## config.mk

```make
export PLATFORM = sky130hd
export DESIGN_NAME = sorted_streamer
export DESIGN_NICKNAME = d
export VERILOG_FILES = /design/src/rtl/sorter_pkg.sv /design/src/rtl/sort_order_check.sv /design/src/rtl/sorted_streamer.sv
export SDC_FILE = /design/constraint.sdc
export NUM_CORES = 1
export LEC_CHECK = 0
export BUFFER_PORTS_ARGS = -buffer_cell sky130_fd_sc_hd__buf_4
export CAP_MARGIN = 30
export CELL_PAD_IN_SITES_DETAIL_PLACEMENT = 1
export CELL_PAD_IN_SITES_GLOBAL_PLACEMENT = 1
export CORE_MARGIN = 5
export CORE_UTILIZATION = 36
export DETAILED_ROUTE_END_ITERATION = 12
export PLACE_DENSITY_LB_ADDON = 0.1
export SYNTH_ARGS = -nofsm -noshare
export SYNTH_HDL_FRONTEND = slang
export SYNTH_SLANG_ARGS = --single-unit
export TNS_END_PERCENT = 50
```

## constraint.sdc

```tcl
create_clock -name clk -period 1.9 [get_ports clk]
set_input_delay 0.38 -clock clk [delete_from_list [all_inputs] [get_ports clk]]
set_output_delay 0.38 -clock clk [all_outputs]
set_load 0.1 [all_outputs]
```

## src/rtl/sorter_pkg.sv

```systemverilog
// Shared constants and FSM encoding for the sorter result bus and its readers.
package sorter_pkg;

    localparam int unsigned WIDTH = 4;
    localparam int unsigned COUNT = 8;
    localparam int unsigned IDX_W = $clog2(COUNT);

    typedef enum logic {
        IDLE   = 1'b0,
        STREAM = 1'b1
    } state_t;

endpackage

```

## src/rtl/sort_order_check.sv

```systemverilog
// Flags a frame whose ranks are not non-decreasing (unsigned compare, ties allowed).
module sort_order_check #(
    parameter int unsigned WIDTH = sorter_pkg::WIDTH,
    parameter int unsigned COUNT = sorter_pkg::COUNT
) (
    input  logic [COUNT-1:0][WIDTH-1:0] vals,
    output logic                        err_c
);

    always_comb begin
        err_c = 1'b0;
        for (int unsigned i = 0; i + 1 < COUNT; i++) begin
            if (vals[i] > vals[i+1]) err_c = 1'b1;
        end
    end

endmodule

```

## src/rtl/sorted_streamer.sv

```systemverilog
// Snapshots the sorter result bus on each done rise and streams it over valid/ready
// in ascending or descending rank order.
module sorted_streamer #(
    parameter int unsigned WIDTH = sorter_pkg::WIDTH,
    parameter int unsigned COUNT = sorter_pkg::COUNT
) (
    input  logic                          clk,
    input  logic                          rst,
    input  logic                          done,
    input  logic [WIDTH-1:0]              LT,
    input  logic [WIDTH-1:0]              LO,
    input  logic [WIDTH-1:0]              LM,
    input  logic [WIDTH-1:0]              ME,
    input  logic [WIDTH-1:0]              MH,
    input  logic [WIDTH-1:0]              HI,
    input  logic [WIDTH-1:0]              HR,
    input  logic [WIDTH-1:0]              HT,
    input  logic                          order,
    input  logic                          out_ready,
    output logic                          out_valid,
    output logic [WIDTH-1:0]              out_data,
    output logic [sorter_pkg::IDX_W-1:0]  out_index,
    output logic                          out_last,
    output logic                          busy,
    output logic                          sort_err,
    output logic                          overrun
);

    import sorter_pkg::*;

    localparam logic [IDX_W-1:0] LAST = IDX_W'(COUNT - 1);

    state_t                      state;
    logic                        done_q;
    logic                        order_q;
    logic [IDX_W-1:0]            cnt;
    logic [COUNT-1:0][WIDTH-1:0] frame_q;

    logic                        rise;
    logic                        streaming;
    logic                        last_beat;
    logic                        capture;
    logic                        frame_err_c;
    logic [IDX_W-1:0]            idx_c;
    logic [COUNT-1:0][WIDTH-1:0] bus_c;

    // Element 0 is rank 0 (LT).
    assign bus_c = {HT, HR, HI, MH, ME, LM, LO, LT};

    sort_order_check #(
        .WIDTH (WIDTH),
        .COUNT (COUNT)
    ) u_check (
        .vals  (bus_c),
        .err_c (frame_err_c)
    );

    assign rise      = done & ~done_q;
    assign streaming = (state == STREAM);
    assign last_beat = streaming && out_ready && (cnt == LAST);
    // A rise coinciding with the final accepted beat chains straight into the next frame.
    assign capture   = rise && (!streaming || last_beat);
    assign idx_c     = order_q ? (LAST - cnt) : cnt;

    assign out_valid = streaming;
    assign busy      = streaming;
    assign out_index = streaming ? idx_c : '0;
    assign out_data  = streaming ? frame_q[idx_c] : '0;
    assign out_last  = streaming && (cnt == LAST);

    always_ff @(posedge clk) begin
        if (rst) begin
            state    <= IDLE;
            done_q   <= 1'b1;
            order_q  <= 1'b0;
            cnt      <= '0;
            frame_q  <= '0;
            sort_err <= 1'b0;
            overrun  <= 1'b0;
        end else begin
            done_q <= done;
            if (capture) begin
                frame_q  <= bus_c;
                order_q  <= order;
                sort_err <= frame_err_c;
                cnt      <= '0;
                state    <= STREAM;
            end else if (streaming && out_ready) begin
                if (cnt == LAST) begin
                    state <= IDLE;
                    cnt   <= '0;
                end else begin
                    cnt <= cnt + IDX_W'(1);
                end
            end
            if (rise && streaming && !last_beat) overrun <= 1'b1;
        end
    end

endmodule

```

# Word-level counts from Yosys, hierarchy flattened
# Index checks and enable logic that the tools add are counted.
# word_totals
reg_bits	40
# classes
n_addsub	2
magnitude_cmp	8
eq_ne	1
mux	16
n_bitwise	2
reduce_logical	13
# ops
cell	n
$gt 4x4->1	7
$bmux 4 s3	1
$mux 1	10
$mux 3	3
$mux 4	2
$logic_and 1x1->1	6
$lt 3x4->1 const B	1
$reduce_bool 2->1	2
$add 3x1->3 const B	1
$eq 3x3->1 const B	1
$sub 3x3->3 const A	1
$logic_not 1->1	2
$reduce_and 2->1	1
$reduce_or 2->1	1
$and 1x1->1	1
$logic_or 1x1->1	1
$not 1->1	1

# Logic depth before layout (Yosys ltp)
# Gate-level depths: netlist (run 1).
# depth
word_depth	8
mapped_depth	8

# Modules after synthesis
# Synthesis (run 1) repeated with hierarchy kept, for this count alone.
# unflattened
hier_cells	338
area_unflattened_um2	2773.9
# by_module_without_submodules
module	instances	cells_each	area_each_um2
sorted_streamer	1	236	2080.7
sort_order_check	1	102	693.2

# Least setup slack after synthesis (run 1)
# No wires, ideal clock.
# synth_path
path_type	register to output
from	reg state (netlist: busy)
to	out out_data[0]
arrival_time_ps	2621
required_ps	1520
path_slack_ps	-1101
stages_incl_launch_ff	3
path_cell_list	dfxtp_1 > buf_1 > nor2b_1
# synth_via
elab_chain_len	1
# synth_rtl
element	line_no	rtl
start: declaration	sorted_streamer.sv:33	state_t state;
start signal: assignment	sorted_streamer.sv:73	state <= IDLE;
start signal: assignment	sorted_streamer.sv:87	state <= STREAM;
start signal: assignment	sorted_streamer.sv:90	state <= IDLE;
$mux 4	sorted_streamer.sv:68	assign out_data = streaming ? frame_q[idx_c] : '0;
end: declaration	sorted_streamer.sv:21	output logic [WIDTH-1:0] out_data,
# Every way passes these cells.

# Worst setup path after layout (run 1)
# layout_path
from	reg cnt[0]
to	out out_data[0]
# layout_via
elab_chain_len	5
# layout_rtl
element	line_no	rtl
start: declaration	sorted_streamer.sv:36	logic [IDX_W-1:0] cnt;
start signal: assignment	sorted_streamer.sv:93	cnt <= cnt + IDX_W'(1);
$sub 3x3->3	sorted_streamer.sv:63	assign idx_c = order_q ? (LAST - cnt) : cnt;
$mux 3 *	sorted_streamer.sv:63	
$bmux 4 s3 *	sorted_streamer.sv:68	
$mux 4 (not written as such) *	sorted_streamer.sv:68	
$mux 4 *	sorted_streamer.sv:68	
# Mark *: on every way between the ends. The rest lies on a longest branch, timed or not. The select of a mux whose other input is x is not followed.

==> results of run 1 <==
[cells in the mapped netlist, types with 4 or more instances]
cell,count
dfxtp_1,40
nor3_1,4
inv_1,33
nor2b_1,8
mux2i_1,6
o21ai_0,5
a21oi_1,50
mux4_1,8
nand2_1,75
nand4_1,5
ha_1,30
clkbuf_1,7
[sequential cells by signal (all words and copies together), names as in the netlist]
signal,cells
sort_err,1
done_q,1
cnt,3
overrun,1
frame_q,32
busy,1
order_q,1
[where the power goes]
group / switching (mW) / internal, mW / leakage [nW]
combinational: 0.228 / 0.198 / 1.07
sequential: 0.0238 / 0.865 / 0.327
clock: 0.283 / 0.296 / 0.0455
[final cells by class]
cell class,instances,area [µm²]
clock buffers,8,90.1
fillers,811,3380
inverters,33,124
multi-input cells,211,1550
flip-flops and latches,40,810
well taps,80,100
repair buffers,65,636
[worst max-delay path by stage]
| stage | to | depth (start not counted) |
|---|---|---|
| final | out_data[0] | 6 |
| after global routing | out_data[0] | 6 |
| after CTS | out_data[0] | 6 |
| after detailed placement | sort_err | 9 |
| after global placement | sort_err | 9 |
| after floorplan | out_data[0] | 4 |
[timing repair]
item                                    4_1_cts  5_1_grt
pin swaps                                     1        1
buffers inserted                              0        1
endpoints found under the setup margin        8       32
gates resized for setup                      22       10
cloned                                        0        0
[metal layers]
layer / GRT usage / vias up / part of all wire
li1: - / 1113 / -
met1: 0.219 / 1058 / 0.46
met2: 0.283 / 34 / 0.50
met3: 0.0295 / 7 / 0.027
met4: 0.0458 / 0 / 0.011
met5: 0 / - / 0
[cells by family (layout without fill, tap and decap cells)]
family,Yosys count,after routing,synth area share
AO/OA/AOI/OAI,62,62,0.135
XOR/XNOR,3,3,0.0139
adder cells (fa/ha/maj),30,30,0.154
buffers and inverters,45,106,0.0725
flip-flops,40,40,0.329
multiplexers,14,14,0.111
AND/OR/NAND/NOR,102,102,0.184
[critical path: stages, from the launching register on]
cell     delay [ns]
dfxtp_2        0.35
xnor2_4        0.19
buf_6          0.15
mux4_2         0.51
mux2i_2        0.21
nor2b_4        0.07
buf_12         0.16
[stage by stage]
stage | setup TNS, ns | setup WS (ns) | hold slack [ns] | total power [mW] | util
after global routing | -2.29 | -0.508 | 0.292 | 2.01 | 0.495
final | -1.77 | -0.415 | 0.300 | 1.89 | 0.495
after floorplan | -0.473 | -0.118 | 0.433 | 1.15 | -
after CTS | -1.96 | -0.441 | 0.288 | 1.92 | 0.484
after global placement | -0.835 | -0.264 | 0.444 | 1.31 | 0.457
after detailed placement | -1.00 | -0.316 | 0.448 | 1.32 | 0.457
==> results.md, run 1 <==
* TritonRoute pass-1 iters at 4
* Min-delay src: done
* Hold Crit Depth at 2
* Largest cells by area after synthesis: dfxtp_1, ha_1, nand2_1
* Gr usage total at 0.168
* DP HPWL at 5570 µm
* Power Dens Cells at 573 mW/mm²
* Violated checks: setup timing
* Largest net degree at the start of global routing at just over 40
* RSZ-0062 raised after global routing: yes
* Period utilization at 1.22
* Total gr overflow at 0
* Critical Path Fanout Max at 5
* Design Area, Final at roughly 0.0033 mm²
* Clock buffer count from CTS at 5
* Layout cells sized above 1 at 0.280
* Antenna violations before repair at 0
* Final Wtd Congestion at 0.795
* Mapped Cells at 296
* Leakage Power at approximately 1.4 nW
* Die area at around 0.0085 mm²
* CTS root buf: clkbuf_8
* Initial DRC count at 91
* R2R cell count at 9
* CP Capture Type: output port
* Reg clk slew, reported paths at 0.07 ns
* Synth Flop Type: dfxtp_1
* Peak VDD IR at 0.000206 V
* Input/output buffers at 48
* Antenna diodes at 0
* Number of synthesized flops with an enable pin at 0
* CTS sink count at 40
* Final Hold Fails at 0
* Final min period at between 2 and 2.5 ns
* Yosys cell types at 29
* Crit path from: cnt[0]
* Hold Crit Endpoint: done_q
* DRT antenna net count at 0
* CTS tree: yes
* Area grow syn2layout at 35.9%
* Clk_skew at ~0.0022 ns
* Critical Path AT at between 1.5 and 2 ns
* Min-Delay Path Class: in2reg
* Slew at the pin closest to its max-slew limit at between 0.4 and 0.5 ns
* Clk buf depth at 2
* Placed insts at 428
* Total I/O pin count at 49
* Rows at 30
* Critical Path RT at 1.52 ns
* Worst R2R Start: cnt[0]
* Total wire length at 7030 µm
* First-pass GRT wire length at 11200 µm
* Drt drc at 0
* Seq cells post-synth at 40
* Post-Layout Cell Count at about 440
* Setup Viol. Count Final at 5
* Initial core utilization at 0.364
* Run status: finished with violations
* R2R Setup Slk at 0.10 ns
* Core Area at ~0.0067 mm²
* Fin worst setup slack at -0.415 ns
* Max transition margin at 0.706
* Syn Std Cell Area at 0.00243 mm²
* Placed Area at 0.00305 mm²
* Vias/cell at 5.06
* Die H at slightly above 90 µm
* Worst setup SP type: flip-flop
* Cts hold-fix bufs at 0
* Mean area per synthesized cell at 8.22 µm²
* Asr flop ratio synth at 0
* DR WL/cell at ~16 µm
* Most common cell after layout, fill and taps aside: nand2_1
* Register area share after synthesis at 0.329
* Die width at approximately 90 µm
* R2r endpoint: sort_err
* Crit Path Category: reg2out
* Synth Warn # at 0
* Vias in the first global route at 2283
* Most frequent cells in the layout: nand2_1, a21oi_1, buf_4, dfxtp_1, inv_1
* Clk Latency, worst-skew pair at 0.29 ns
* Maxcap violations at 0
* Via count at approximately 2200
* Fmax at 0.432 GHz
* Synthesized net count at ~360
* Synth area leader: dfxtp_1
* Slew Viols, Final at 0
* Fin nets at between 400 and 500
* Share of the synthesized area in the top cell type at 0.329
* H-tree depth at 2
No activity file was read; power rests on OpenSTA's default activity.
==> inputs of run 2 (changes only) <==
RECOVER_POWER = 100   (was not set)
==> run 2 against run 1 <==
  * The flow still finishes with violations (setup timing)
  * Fmax barely moved
  * Global-route usage did not move
  * Clock skew barely moved
  * Cell count did not move
  * Critical path depth did not move
  * Non-clock buffer count did not move
  * Sequential power barely moved
  * Wire length rose by 0.28%
  * Count of clock-buffer cells in the layout did not move
  * First-iteration DRC count fell by 13%
  * Combinational power fell by 1%
  * Worst hold slack got worse by 0.0010 ns
  * Critical endpoint unchanged
  * Highest routed layer unchanged
==> results.md, run 2 (synthesis gave the netlist of run 1 again) <==
* Run status: finished with violations
* Violated checks: setup timing
* Die area at 0.00850 mm²
* Leakage Power at roughly 1.4 nW
* R2R cell count at 9
* Final Hold Fails at 0
* Power Dens Cells at 576 mW/mm²
* H-tree depth at 2
* Final min period at 2.32 ns
* Vias/cell at a little over 5
* CTS root buf: clkbuf_8
* Largest net degree at the start of global routing at 41
* Slew Viols, Final at 0
* Fin nets at 423
* First-pass GRT wire length at between 10000 and 15000 µm
* DRT antenna net count at 0
* Total gr overflow at 0
* Fmax at between 0.4 and 0.5 GHz
* Period utilization at 1.22
* Antenna violations before repair at 0
* CTS tree: yes
* Gr usage total at 0.168
* Initial DRC count at 79
* Worst path slowest cell: mux4_2
* Die H at 92.2 µm
* Final Wtd Congestion at just under 0.8
* Min-delay src: done
* Rows at 30
* Worst setup SP type: flip-flop
* Worst R2R Start: cnt[0]
* Crit path from: cnt[0]
* Clock buffer count from CTS at 5
* Critical Path RT at roughly 1.5 ns
* Antenna diodes at 0
* Clk Latency, worst-skew pair at just under 0.3 ns
* R2r endpoint: order_q
* CP Capture Point: out_data[0]
* Family with the most delay on the worst path: multiplexers
* Min-Delay Path Class: in2reg
* Crit path cell chain: xnor2_4 > buf_6 > mux4_2 > mux2i_2 > nor2b_4 > buf_12
* Crit Path Category: reg2out
* Final hold slack at 0.299 ns
* Clk_skew at about 0.0025 ns
* Clk buf depth at 2
* Reg clk slew, reported paths at around 0.07 ns
* Die width at about 92 µm
* Most common cell after layout, fill and taps aside: nand2_1
* Critical Path Fanout Max at 5
* Design Area, Final at ~0.0033 mm²
* CP Capture Type: output port
* Critical Path AT at between 1.5 and 2 ns
* RSZ-0062 raised after global routing: yes
* Worst path max stage delay at about 0.51 ns
* Maxcap violations at 0
* Most frequent cells in the layout: nand2_1, a21oi_1, buf_4, dfxtp_1, inv_1
* Area grow syn2layout at 35.0%
* Total wire length at 7050 µm
* Buf/Inv on CP at 2
* CTS sink count at 40
* Slew at the pin closest to its max-slew limit at ~0.86 ns
* Max FFs per register at 32
* R2R Setup Slk at approximately 0.05 ns
* DP HPWL at around 5600 µm
* Post-layout util at 0.492
* Peak VDD IR at just over 0.0002 V
* Placed Area at a little over 0.003 mm²
* Largest registers: frame_q x32, cnt x3
* Cell count along the critical path at 6
* Largest reg by FF count: frame_q
* Total I/O pin count at 49
* Via count at 2213
* Input/output buffers at 48
* Max transition margin at 0.426
* DR WL/cell at between 15 and 20 µm
* Cts hold-fix bufs at 0
* Vias in the first global route at about 2300
* TritonRoute pass-1 iters at 4
* Fin worst setup slack at -0.415 ns
* Setup Viol. Count Final at 5
* Initial core utilization at 0.364
* Layout cells sized above 1 at 0.280
* Setup TNS at -1.77 ns
* Core Area at 0.00668 mm²
* Drt drc at 0
[run 2: changes by cell type in the layout (fill, tap and decap cells not counted), sizes merged]
| cell | change |
|---|---|
| buf | -5 |
| clkbuf | +5 |
[run 2: cell type report]
class	count	area [µm²]
timing repair buffer	65	614
fill	812	3400
multi-input combinational	211	1550
inverter	33	124
clock buffer	8	90.1
sequential	40	810
tap	80	100
[run 2: how the worst min path moves through the flow]
stage                             end  slack [ns]  cells after the start
after detailed placement   frame_q[6]        0.45                      2
after CTS                      done_q        0.29                      2
final                          done_q        0.30                      2
after global routing           done_q        0.29                      2
after floorplan           frame_q[20]        0.43                      2
after global placement     frame_q[6]        0.44                      2
[run 2: metrics by stage]
step,setup slack (ns),std cells,total power [mW]
final,-0.415,437,1.89
after global routing,-0.508,437,2.00
after CTS,-0.441,436,1.92
after detailed placement,-0.316,428,1.32
after floorplan,-0.118,296,1.15
after global placement,-0.264,428,1.31
[run 2: routing by layer]
metal  up-vias  track usage  wire [µm]
li1       1113            -          -
met1      1059        0.219       3270
met2        34        0.283       3500
met3         7       0.0295        189
met4         0       0.0458         80
met5         -            0          0
[run 2: repair_timing]
action | 4_1_cts | 5_1_grt
pin swaps | 1 | 1
gates cloned | 0 | 0
setup endpoints to repair | 8 | 32
gates resized for setup | 22 | 10
buffers inserted | 0 | 1
[run 2: power breakdown]
part           leakage [nW]  switching, mW  internal [mW]
clock network        0.0455          0.286          0.296
logic                  1.07          0.228          0.194
registers             0.327         0.0238          0.865
total                  1.44          0.537           1.35
